**config.mk**
```make
export PLATFORM = sky130hd
export DESIGN_NAME = if_id_buf_flat
export DESIGN_NICKNAME = d
export VERILOG_FILES = /design/src/rtl/if_id_buf_pkg.sv /design/src/rtl/if_id_buf_if.sv /design/src/rtl/if_id_buf_fifo_mem.sv /design/src/rtl/if_id_buf.sv /design/src/flat_wrapper.sv
export SDC_FILE = /design/constraint.sdc
export NUM_CORES = 1
export LEC_CHECK = 0
export CORE_ASPECT_RATIO = 1.75
export CORE_UTILIZATION = 40
export CTS_BUF_LIST = sky130_fd_sc_hd__clkbuf_4
export DETAILED_ROUTE_END_ITERATION = 8
export DONT_BUFFER_PORTS = 1
export PLACE_DENSITY = 0.6
export SLEW_MARGIN = 20
export SYNTH_ARGS = -nofsm -noshare
export SYNTH_HDL_FRONTEND = slang
export SYNTH_SLANG_ARGS = --single-unit
export TNS_END_PERCENT = 10
```
**constraint.sdc**
```tcl
create_clock -name clk -period 5 [get_ports clk]
set_clock_uncertainty 0.05 [all_clocks]
set_input_delay 0.75 -clock clk [delete_from_list [all_inputs] [get_ports clk]]
set_output_delay 0.75 -clock clk [all_outputs]
set_load 0.01 [all_outputs]
```
**src/rtl/if_id_buf_pkg.sv**
```systemverilog
// if_id_buf_pkg: shared pipeline constants for the IF/ID instruction queue.
//   Stop/NoStop : polarity of a stall vector bit
//   ZeroWord    : all-zero 32-bit word
//   IfIdDepth   : default queue depth
//   IfIdCntBus  : occupancy counter width for the default depth
package if_id_buf_pkg;
    localparam logic Stop = 1'b1;
    localparam logic NoStop = 1'b0;
    localparam logic [31:0] ZeroWord = 32'h0;
    localparam int IfIdDepth = 4;
    localparam int IfIdCntBus = $clog2(IfIdDepth + 1);
endpackage

```
**src/rtl/if_id_buf_if.sv**
```systemverilog
// if_id_buf_if: fetch-side handshake and decode-side triple of the IF/ID boundary.
//   if_pc/if_inst/if_valid : instruction presented by IF
//   if_ready               : queue can accept this cycle
//   id_pc/id_inst/id_valid : registered instruction handed to ID
//   master = pipeline side, slave = if_id_buf
interface if_id_buf_if #(
    parameter int ADDR_W = 32,
    parameter int INST_W = 32
);
    logic [ADDR_W-1:0] if_pc;
    logic [INST_W-1:0] if_inst;
    logic if_valid;
    logic if_ready;
    logic [ADDR_W-1:0] id_pc;
    logic [INST_W-1:0] id_inst;
    logic id_valid;
    modport master (
        output if_pc, if_inst, if_valid,
        input if_ready, id_pc, id_inst, id_valid
    );
    modport slave (
        input if_pc, if_inst, if_valid,
        output if_ready, id_pc, id_inst, id_valid
    );
endinterface

```
**src/rtl/if_id_buf_fifo_mem.sv**
```systemverilog
// ifid_fifo_mem: DEPTH x W queue storage, one synchronous write port, one asynchronous read port.
//   clk         : clock
//   we/waddr/wdata : write port
//   raddr/rdata    : combinational read port
module ifid_fifo_mem #(
    parameter int DEPTH = 4,
    parameter int W = 64
) (
    input logic clk,
    input logic we,
    input logic [$clog2(DEPTH)-1:0] waddr,
    input logic [W-1:0] wdata,
    input logic [$clog2(DEPTH)-1:0] raddr,
    output logic [W-1:0] rdata
);
    logic [W-1:0] mem [DEPTH];
    always_ff @(posedge clk)
        if (we) mem[waddr] <= wdata;
    assign rdata = mem[raddr];
endmodule

```
**src/rtl/if_id_buf.sv**
```systemverilog
// if_id_buf: IF/ID pipeline boundary with a DEPTH-entry instruction queue.
//   clk, rst : clock, synchronous active-high reset
//   bus      : if_id_buf_if.slave (IF handshake in, registered pc/inst/valid out to ID)
//   flush    : empty the queue, drop the presented instruction, load a bubble
//   stall    : pipeline stall vector, only stall[2] (ID hold) is used here
//   count    : queue occupancy
// Build option IFID_BYPASS_EN: an instruction arriving at an empty queue while ID
// advances goes straight to the output register (1-cycle latency instead of 2).
module if_id_buf
    import if_id_buf_pkg::*;
#(
    parameter int ADDR_W = 32,
    parameter int INST_W = 32,
    parameter int DEPTH = IfIdDepth
) (
    input logic clk,
    input logic rst,
    if_id_buf_if.slave bus,
    input logic flush,
    input logic [5:0] stall,
    output logic [$clog2(DEPTH+1)-1:0] count
);
    localparam int PW = $clog2(DEPTH);
    localparam int CW = $clog2(DEPTH + 1);
    localparam int W = ADDR_W + INST_W;
    logic [PW-1:0] rd_ptr, wr_ptr;
    logic [W-1:0] head;
    logic enq, adv, deq, byp, wr_en;
    logic unused_stall;
    assign unused_stall = ^{stall[5:3], stall[1:0]};
    assign bus.if_ready = count != CW'(DEPTH);
    assign enq = bus.if_valid && bus.if_ready && !flush;
    assign adv = (stall[2] == NoStop) && !flush;
    assign deq = adv && count != '0;
`ifdef IFID_BYPASS_EN
    assign byp = enq && adv && count == '0;
`else
    assign byp = 1'b0;
`endif
    // a bypassed instruction never touches the queue
    assign wr_en = enq && !byp;
    ifid_fifo_mem #(.DEPTH(DEPTH), .W(W)) u_mem (
        .clk(clk),
        .we(wr_en),
        .waddr(wr_ptr),
        .wdata({bus.if_pc, bus.if_inst}),
        .raddr(rd_ptr),
        .rdata(head)
    );
    // DEPTH is a power of two, so pointers wrap by natural overflow
    always_ff @(posedge clk) begin
        if (rst || flush) begin
            rd_ptr <= '0;
            wr_ptr <= '0;
            count <= '0;
            bus.id_pc <= '0;
            bus.id_inst <= '0;
            bus.id_valid <= 1'b0;
        end else begin
            if (wr_en) wr_ptr <= wr_ptr + PW'(1);
            if (deq) rd_ptr <= rd_ptr + PW'(1);
            count <= count + CW'(wr_en) - CW'(deq);
            if (adv) begin
                {bus.id_pc, bus.id_inst} <= deq ? head : byp ? {bus.if_pc, bus.if_inst} : '0;
                bus.id_valid <= deq || byp;
            end
        end
    end
endmodule

```
**src/flat_wrapper.sv**
```systemverilog
// flat-port wrapper written by rule: the top's interface ports become plain ports
module if_id_buf_flat import if_id_buf_pkg::*;
#(
    parameter int ADDR_W = 32,
    parameter int INST_W = 32,
    parameter int DEPTH = IfIdDepth
)
  (clk, rst, flush, stall, count, bus_if_pc, bus_if_inst, bus_if_valid, bus_if_ready, bus_id_pc, bus_id_inst, bus_id_valid);
  if_id_buf_if #(.ADDR_W(ADDR_W), .INST_W(INST_W)) bus_i ();
  input logic clk;
  input logic rst;
  input logic flush;
  input logic [5:0] stall;
  output logic [$clog2(DEPTH+1)-1:0] count;
  input wire logic [$bits(bus_i.if_pc)-1:0] bus_if_pc;
  input wire logic [$bits(bus_i.if_inst)-1:0] bus_if_inst;
  input wire logic [$bits(bus_i.if_valid)-1:0] bus_if_valid;
  output wire logic [$bits(bus_i.if_ready)-1:0] bus_if_ready;
  output wire logic [$bits(bus_i.id_pc)-1:0] bus_id_pc;
  output wire logic [$bits(bus_i.id_inst)-1:0] bus_id_inst;
  output wire logic [$bits(bus_i.id_valid)-1:0] bus_id_valid;
  assign bus_i.if_pc = bus_if_pc;
  assign bus_i.if_inst = bus_if_inst;
  assign bus_i.if_valid = bus_if_valid;
  assign bus_if_ready = bus_i.if_ready;
  assign bus_id_pc = bus_i.id_pc;
  assign bus_id_inst = bus_i.id_inst;
  assign bus_id_valid = bus_i.id_valid;
  if_id_buf #(.ADDR_W(ADDR_W), .INST_W(INST_W), .DEPTH(DEPTH)) u_core (.clk(clk), .rst(rst), .bus(bus_i), .flush(flush), .stall(stall), .count(count));
endmodule
```
## Word level (Yosys, flattened, before mapping)

Memories as Yosys holds them, arrays and structs flattened. A register that Yosys moved wholly into a read port is not among the register bits.
Cells that the tools add are included.

| word-level totals | value |
|---|---|
| flip-flop bits (word level) | 72 |
| memory bits (writable) | 256 |
| input port bits | 74 |
| output and inout port bits | 69 |
| logic and storage cells | 25 |
| memories | 1 |

| cells by class | value |
|---|---|
| $add $sub $neg | 4 |
| equal/unequal tests | 1 |
| mux-type cells | 5 |
| bitwise logic cells | 1 |
| reduce and logical (&&, ||, !) cells | 7 |

Memory list:

| memory | depth | width | rd ports | clocked after Yosys merged registers in | write ports | line | RTL |
|---|---|---|---|---|---|---|---|
| u_core.u_mem.mem | 4 | 64 | 1 | 1 | 1 | if_id_buf_fifo_mem.sv:16 | `logic [W-1:0] mem [DEPTH];` |

Operators by type and width:

| cell | count |
|---|---|
| 64-bit two-way mux | 1 |
| 2-bit by 1-bit adder with 2-bit output, second input constant | 2 |
| 1-bit logical AND | 4 |
| 2-bit two-way mux | 2 |
| 3-bit by 1-bit adder with 3-bit output | 1 |
| 3-bit inequality test, second input constant | 1 |
| 3-bit nonzero test | 1 |
| 3-bit by 1-bit subtractor with 3-bit output | 1 |
| 1-bit two-way mux | 2 |
| 1-bit zero test | 1 |
| 1-bit logical OR | 1 |
| 1-bit inverter | 1 |

## Depth between registers and ports, before layout

Gate-level depths: netlist of the first run.

| logic depth | value |
|---|---|
| depth after elaboration | 5 |
| gate-level depth with buffers | 11 |
| mapped depth without buffers | 10 |

## Modules after synthesis

From an unflattened synthesis of the first run, not the netlist that was laid out.

| second synthesis, totals | value |
|---|---|
| cell total of the unflattened synthesis | 525 |
| area total of the unflattened synthesis | 11786.3 sq um |

Modules (own cells, without submodules):

| module | instances | cells each | area each (sq um) | seq. area each (sq um) |
|---|---|---|---|---|
| ifid_fifo_mem | 1 | 338 | 9341.5 | 7687.4 |
| if_id_buf | 1 | 187 | 2444.8 | 1441.4 |

## Least setup slack after synthesis of the first run

OpenSTA, ideal clock, no wires.

| timing | value |
|---|---|
| path kind | in2reg |
| start | input port bus_if_valid |
| end | memory u_core.u_mem.mem[0][0], enable pin |
| library setup time | 429 ps |
| data arrival time | 2659 ps |
| data required time | 4521 ps |
| slack | 1862 ps |
| stages on the path | 3 |
| path buffers | 0 |
| cell sequence | inv_1 -> nor3_1 -> and2_1 |

| between the ends | value |
|---|---|
| longest elaborated chain between the ends | 4 |

Ends and longest elaborated chain:

| what | line | RTL |
|---|---|---|
| start, declared | flat_wrapper.sv:17 | `input wire logic [$bits(bus_i.if_valid)-1:0] bus_if_valid;` |
| 1-bit logical AND (2 in a row) | if_id_buf.sv:32 | `assign enq = bus.if_valid && bus.if_ready && !flush;` |
| via u_core.enq | if_id_buf.sv:28 | `logic enq, adv, deq, byp, wr_en;` |
| 1-bit two-way mux | if_id_buf_fifo_mem.sv:18 | `if (we) mem[waddr] <= wdata;` |
| 1-bit two-way mux (implied by the code) | if_id_buf_fifo_mem.sv:18 |  |
| end, declared | if_id_buf_fifo_mem.sv:16 |  |

The timed path passes the listed nets, and every way through them passes these cells.

## Worst setup path in the final report of the first run

| timing | value |
|---|---|
| start | register u_core.count[1] |
| end | memory u_core.u_mem.mem[1][27], enable pin |

| between the ends | value |
|---|---|
| longest elaborated chain between the ends | 5 |

Ends and longest elaborated chain:

| what | line | RTL |
|---|---|---|
| start, declared | if_id_buf.sv:21 | `output logic [$clog2(DEPTH+1)-1:0] count` |
| start signal, assigned | if_id_buf.sv:62 | `count <= count + CW'(wr_en) - CW'(deq);` |
| 3-bit inequality test | if_id_buf.sv:31 | `assign bus.if_ready = count != CW'(DEPTH);` |
| 1-bit logical AND (2 in a row) | if_id_buf.sv:32 |  |
| via u_core.enq | if_id_buf.sv:28 |  |
| 1-bit two-way mux | if_id_buf_fifo_mem.sv:18 |  |
| 1-bit two-way mux (implied by the code) | if_id_buf_fifo_mem.sv:18 |  |

The timed path passes the listed nets, and every way through them passes these cells.

==> flow_summary.ini, run 1 <==
[worst_setup_path]
cp.buffers_inverters = 0
path_max_fanout = 64
critical_path.cell_chain = nor3b_1 > nor3_1 > and2_4
cp_slowest_cell = and2_4
r2r_end = u_core.u_mem.mem[1][27]$_DFFE_PP_
reg2reg_from = u_core.count[1]$_SDFF_PP0_
endpoint_kind = register
rr_worst_depth = 3
crit_arrival_ps = 2810
critical_path_class = reg -> reg
reg2reg_slack_ps = 2430
startpoint_type = register
crit_required_ps = 5240
critPathMaxStageDelay_ps = 950
critPathTopFamily = simple AND/OR/NAND/NOR gates

[logic_synthesis]
yosysSeqAreaShare_pct = 78.2
ys_seq_elements = 330
yosys_warnings = 0
yosysTopAreaCell = edfxtp_1
synthCells = 536
synth_top_area_share_pct = 65.6
netlist_area_um2 = 11700
syn_area_per_cell_um2 = 21.9
synth_cell_types = 29
syn_nets = 617
synth_area_leaders = edfxtp_1 (66%), dfxtp_1 (13%), mux4_2 (12%)

[placed_design]
dp.final_hpwl_um = 11700
io_buffer_count = 0
place_ws_ps = 2200
place.gp.congestion = 0.702

[global_routing]
antenna_found_initial = 2
grt_max_degree = 65
grt_overflow = 0
grt_pass1_vias = 6369
globalRouteTotalUtil_pct = 15.6
grt_first_pass_wirelength_um = 34900

[timing]
rsz0062_at_grt = false
relSlewSlack_pct = 28.8
slew_viol_final = 0
fin_crit_ps = 2570
tightest_slew_ps = 1070
setup_ws_ps = 2430
tns_ps = 0
setup_viol = 0
timing.hold.ws_ps = 102
hold_viol = 0
max_freq_ghz = 0.390
fin_crit_sh_pct = 51.3

[routing]
drtIter0Drc = 206
drt-vias-per-instance = 5.19
totalWireLength_um = 22200
ant_nets = 0
wire_per_inst_um = 20.4
post-route-drc-count = 0
vias = 5652
dr.pass1.iters = 6

[cells_and_area]
layout_commonest_cell = edfxtp_1
area_delta_synth_final_pct = 16.9
multi_input_area_um2 = 2320
layout-drive-gt1-share_pct = 29.7
fin_nets = 727
fillers = 2424
ff_latch_area_um2 = 9180
final_cell_mix = edfxtp_1 (256), clkbuf_4 (120), dfxtp_1 (72), mux4_2 (64), a22o_1 (63)

[clocking]
ctsHtreeMaxLevel = 3
clock_sinks = 330
clk_path_buf_depth = 3
numCtsBuffers = 75
cts_tree = done
root_buffer = clkbuf_4
clk_pin_slew_ps = 60
clk_latency_ps = 710

[power]
power.leakage_nw = 4.50
fin_total_pwr_mw = 5.46
ir_worst_vdd_uv = 226
power_density_nw_per_um2 = 398

[floorplanning]
fp.dieArea_um2 = 30000
start_util_pct = 40.8
core_um2 = 28700
ioPinCount = 143
rows = 82
die_y_um = 228
die_x_um = 131

[worst_hold_path]
hold_start = bus_if_inst[10]
whs_path_depth = 0
holdPathEnd = u_core.u_mem.mem[2][10]$_DFFE_PP_
hold_path_class = in -> reg

[job]
drv_cap = 0

[run_status]
status = completed
## cells by family after synthesis
logic type	Yosys count	synth area share (%)
AO/OA/AOI/OAI	74	5.33
buffers and inverters	37	2.05
multiplexers	64	12.3
adder cells (fa/ha/maj)	7	0.811
XOR/XNOR	1	0.0747
flip-flops	330	78.2
AND/OR/NAND/NOR	23	1.22
## routing by layer
| layer | GRT usage, % | vias up | wire length [um] |
|---|---|---|---|
| met1 | 17.0 | 2958 | 8650 |
| met2 | 26.6 | 164 | 11800 |
| met3 | 4.66 | 35 | 1240 |
| met5 | 0 | - | 0 |
| met4 | 9.23 | 0 | 582 |
| li1 | - | 2495 | - |
## flip-flops by register name, indices dropped and copies added (netlist names), named ones only
name                 cells
u_core.bus.id_inst      32
u_core.rd_ptr            2
u_core.bus.id_pc        32
u_core.bus.id_valid      1
u_core.wr_ptr            2
u_core.u_mem.mem       256
u_core.count             3
## area by class of cell
| type | instances | area share, % |
|---|---|---|
| inverters | 8 | 0.219 |
| repair buffers | 62 | 4.46 |
| diodes | 4 | 0.0731 |
| clock inverters | 18 | 1.30 |
| clock buffers | 120 | 6.57 |
| flip-flops and latches | 330 | 67.0 |
| multi-input cells | 169 | 17.0 |
| well taps | 378 | 3.45 |
## cells in the mapped netlist, drive strengths merged
master    n
edfxtp  256
dfxtp    74
a22o     64
mux4     64
buf      15
clkbuf   14
and2      8
inv       8
ha        6
nor2      5
a21oi     4
nor3      4
o21ai     3
nand3     2
or2       2
a31o      1
fa        1
nor3b     1
o21a      1
o311a     1
or3       1
xor2      1
## report_power, final
part | internal, mW | switching, mW
clock network | 1.30 | 0.998
logic | 0.0697 | 0.0754
registers | 3.00 | 0.0190
## worst register-to-register path: stages (launching register included)
cell and delay [ps]:
dfxtp_1 530, nor3b_1 150, nor3_1 450, and2_4 950
## what timing repair did
item,in CTS,in global routing
hold endpoints to repair,218,0
hold buffers,58,0
resized for setup,0,0
buffers inserted,0,0
## worst max-delay path by stage
| stage | from | to | slack [ps] | cells after the start |
|---|---|---|---|---|
| finish | u_core.count[1]$_SDFF_PP0_ | u_core.u_mem.mem[1][27]$_DFFE_PP_ | 2430 | 3 |
| floorplan | bus_if_valid | u_core.u_mem.mem[0][0]$_DFFE_PP_ | 1860 | 3 |
| CTS | u_core.count[2]$_SDFF_PP0_ | bus_if_ready | 2360 | 2 |
| global placement | stall[2] | u_core.count[2]$_SDFF_PP0_ | 2260 | 10 |
| global route | u_core.count[1]$_SDFF_PP0_ | u_core.u_mem.mem[1][27]$_DFFE_PP_ | 2190 | 3 |
| detailed placement | stall[2] | u_core.count[2]$_SDFF_PP0_ | 2200 | 10 |
## stage by stage
stage,utilization (%),cell area (um2),cells
6_report,47.7,13700,1089
5_1_grt,47.7,13700,1089
4_1_cts,47.7,13700,1085
3_5_place_dp,41.9,12000,889
3_3_place_gp,41.9,12000,889
2_1_floorplan,-,11700,536
Note: power is estimated with default switching activity, not from simulation.
==> run 2: changes to the inputs <==
--- a/config.mk
+++ b/config.mk
@@ -5,6 +5,7 @@
 export SDC_FILE = /design/constraint.sdc
 export NUM_CORES = 1
 export LEC_CHECK = 0
+export ABC_AREA = 1
 export CORE_ASPECT_RATIO = 1.75
 export CORE_UTILIZATION = 40
 export CTS_BUF_LIST = sky130_fd_sc_hd__clkbuf_4
==> constraint.sdc (replaced) <==
create_clock -name clk -period 2.45 [get_ports clk]
set_clock_uncertainty 0.05 [all_clocks]
set_input_delay 0.3675 -clock clk [delete_from_list [all_inputs] [get_ports clk]]
set_output_delay 0.3675 -clock clk [all_outputs]
set_load 0.01 [all_outputs]
==> flow_summary.ini, run 2 <==
[run_status]
status = completed

[logic_synthesis]
synth_area_leaders = edfxtp_1 (57%), nand2_1 (13%), dfxtp_1 (11%)
syn_nets = 1427
synth_cell_types = 21
synth.most_common_cell = nand2_1
synth_edf_count = 256
synth_common_cells = nand2_1 (454), inv_1 (271), edfxtp_1 (256)
synth_top_area_share_pct = 57.2
yosysSeqAreaShare_pct = 68.3
netlist_area_um2 = 13400
synthArstFlopShare_pct = 0
yosysTopAreaCell = edfxtp_1
ys_seq_elements = 330
syn_area_per_cell_um2 = 9.98
synthCells = 1346
synth_ff_type = edfxtp_1
yosys_warnings = 0

[timing]
fin_crit_ps = 2340
tightest_slew_ps = 875
relSlewSlack_pct = 41.7
max_freq_ghz = 0.427
rsz0062_at_grt = false
slew_viol_final = 0
timing.hold.ws_ps = 195
hold_viol = 0
setup_viol = 0
fin_crit_sh_pct = 95.6

[routing]
dr.pass1.iters = 4
ant_nets = 0
vias = 8987
drt-vias-per-instance = 4.66
wire_per_inst_um = 15.8
post-route-drc-count = 0
drtIter0Drc = 383
totalWireLength_um = 30600

[placed_design]
dp.final_hpwl_um = 17200
place.gp.congestion = 0.720
io_buffer_count = 0
placed_cells = 1714
place_area_um2 = 14000

[worst_hold_path]
hold_path_class = in -> reg

[clocking]
numCtsBuffers = 78
clk_latency_ps = 740
root_buffer = clkbuf_4
clk_pin_slew_ps = 70
cts_hold_buf = 70
cts_tree = done
clk_path_buf_depth = 3
postCtsSetupRepairBufs = 0
ctsHtreeMaxLevel = 3
clock_sinks = 330
cts_resized = 0

[floorplanning]
start_util_pct = 40.7
die_x_um = 141
die_y_um = 244
core_um2 = 33000
ioPinCount = 143
fp.dieArea_um2 = 34300
rows = 88

[power]
power_density_nw_per_um2 = 703
p_seq_share_pct = 55.8
p_int_mw = 8.60
clock_power_share_pct = 40.1
ir_worst_vdd_uv = 492
power_switching_mw = 2.44
fin_total_pwr_mw = 11.0
sw_frac_of_total_pct = 22.1
power.leakage_nw = 6.68
p_comb_share_pct = 4.1

[cells_and_area]
regMostFlops = u_core.u_mem.mem
final_cell_mix = nand2_1 (454), inv_1 (270), edfxtp_1 (256), nand3_1 (129), clkbuf_4 (117)
fin_nets = 1540
layout_commonest_cell = nand2_1
final_cell_area_um2 = 15700
largest_reg_flops = 256
layout-drive-gt1-share_pct = 11.0
reg_top3 = u_core.u_mem.mem (256), u_core.bus.id_inst (32), u_core.bus.id_pc (32)
area_delta_synth_final_pct = 16.9
finish.utilization_pct = 47.5
fin_cells = 1930

[worst_setup_path]
r2r_end = u_core.u_mem.mem[2][52]$_DFFE_PP_
crit_arrival_ps = 2950
reg2reg_slack_ps = 350
cp-endpoint = u_core.count[2]$_SDFF_PP0_
path_max_fanout = 6
reg2reg_from = u_core.count[2]$_SDFF_PP0_
critical_path_class = in -> reg
startpoint = flush
endpoint_kind = register
startpoint_type = primary input
crit_required_ps = 3060
rr_worst_depth = 4

[global_routing]
antenna_found_initial = 4
grt_pass1_vias = 9371
grt_max_degree = 73
grt_overflow = 0
globalRouteTotalUtil_pct = 18.9
grt_first_pass_wirelength_um = 48800

[job]
drv_cap = 0
==> run 2: cell count changes after synthesis, sizes merged, moves of 5 or more <==
cell / before / now
nand2: 0 / 455
inv: 8 / 276
nand3: 2 / 129
a21oi: 4 / 71
a22o: 64 / 0
mux4: 64 / 0
buf: 15 / 56
and2: 8 / 0
clkbuf: 14 / 6
nor2: 5 / 10
==> run 2: worst min path at each step <==
| stage | from | endpoint | cells after the start |
|---|---|---|---|
| after global routing | stall[2] | u_core.bus.id_inst[13]$_SDFFE_PP0P_ | 5 |
| after CTS | stall[2] | u_core.bus.id_inst[13]$_SDFFE_PP0P_ | 5 |
| after detailed placement | bus_if_inst[28] | u_core.u_mem.mem[1][28]$_DFFE_PP_ | 0 |
| final | stall[2] | u_core.bus.id_inst[13]$_SDFFE_PP0P_ | 5 |
| after floorplan | bus_if_inst[0] | u_core.u_mem.mem[0][0]$_DFFE_PP_ | 0 |
| after global placement | bus_if_inst[23] | u_core.u_mem.mem[1][23]$_DFFE_PP_ | 0 |
==> run 2: logic make-up after synthesis <==
group / Yosys count / share of synthesized area [%]
xor gates and xnor gates: 2 / 0.130
and+or+nand+nor: 595 / 17.9
DFF: 330 / 68.3
buffers and inverters: 338 / 10.2
AOI/OAI and AO/OA: 74 / 2.76
adders and majority gates: 7 / 0.708
==> run 2: power groups by stage <==
stage / sequential (mW) / combinational [mW] / clock (mW)
finish: 6.15 / 0.456 / 4.43
global route: 6.16 / 0.514 / 4.88
CTS: 6.15 / 0.466 / 4.62
detailed placement: 6.28 / 0.328 / 0
global placement: 6.28 / 0.321 / 0
floorplan: 6.28 / 0.225 / 0
==> run 2: final cells by class <==
cell class,instances,area [um2]
clock inverters,25,130
fillers,3094,17300
flip-flops and latches,330,9180
inverters,276,1040
clock buffers,117,878
multi-input cells,678,2920
well taps,405,507
repair buffers,95,1040
diodes,4,10.0
==> run 2: through the flow <==
step	TNS [ps]	setup slack (ps)
after floorplan	-166710	-651
after global placement	0	341
after detailed placement	0	314
after CTS	0	190
after global routing	0	39.9
final	0	109
==> run 2: worst max-delay path: stages <==
cell,delay (ps)
dlygate4sd3_1,580
nor2_2,130
dlygate4sd3_1,580
nand2_2,100
inv_2,70
ha_1,220
inv_1,60
ha_1,140
inv_1,50
fa_1,390
inv_1,80
o21ai_0,80
a21oi_1,110
==> run 2: metal layers <==
layer / share of wire [%] / track usage [%] / up-vias
met1: 38 / 19.3 / 4224
met3: 5.7 / 5.52 / 57
met5: 0 / 0 / -
li1: - / - / 4506
met2: 54 / 34.9 / 200
met4: 2.4 / 8.95 / 0
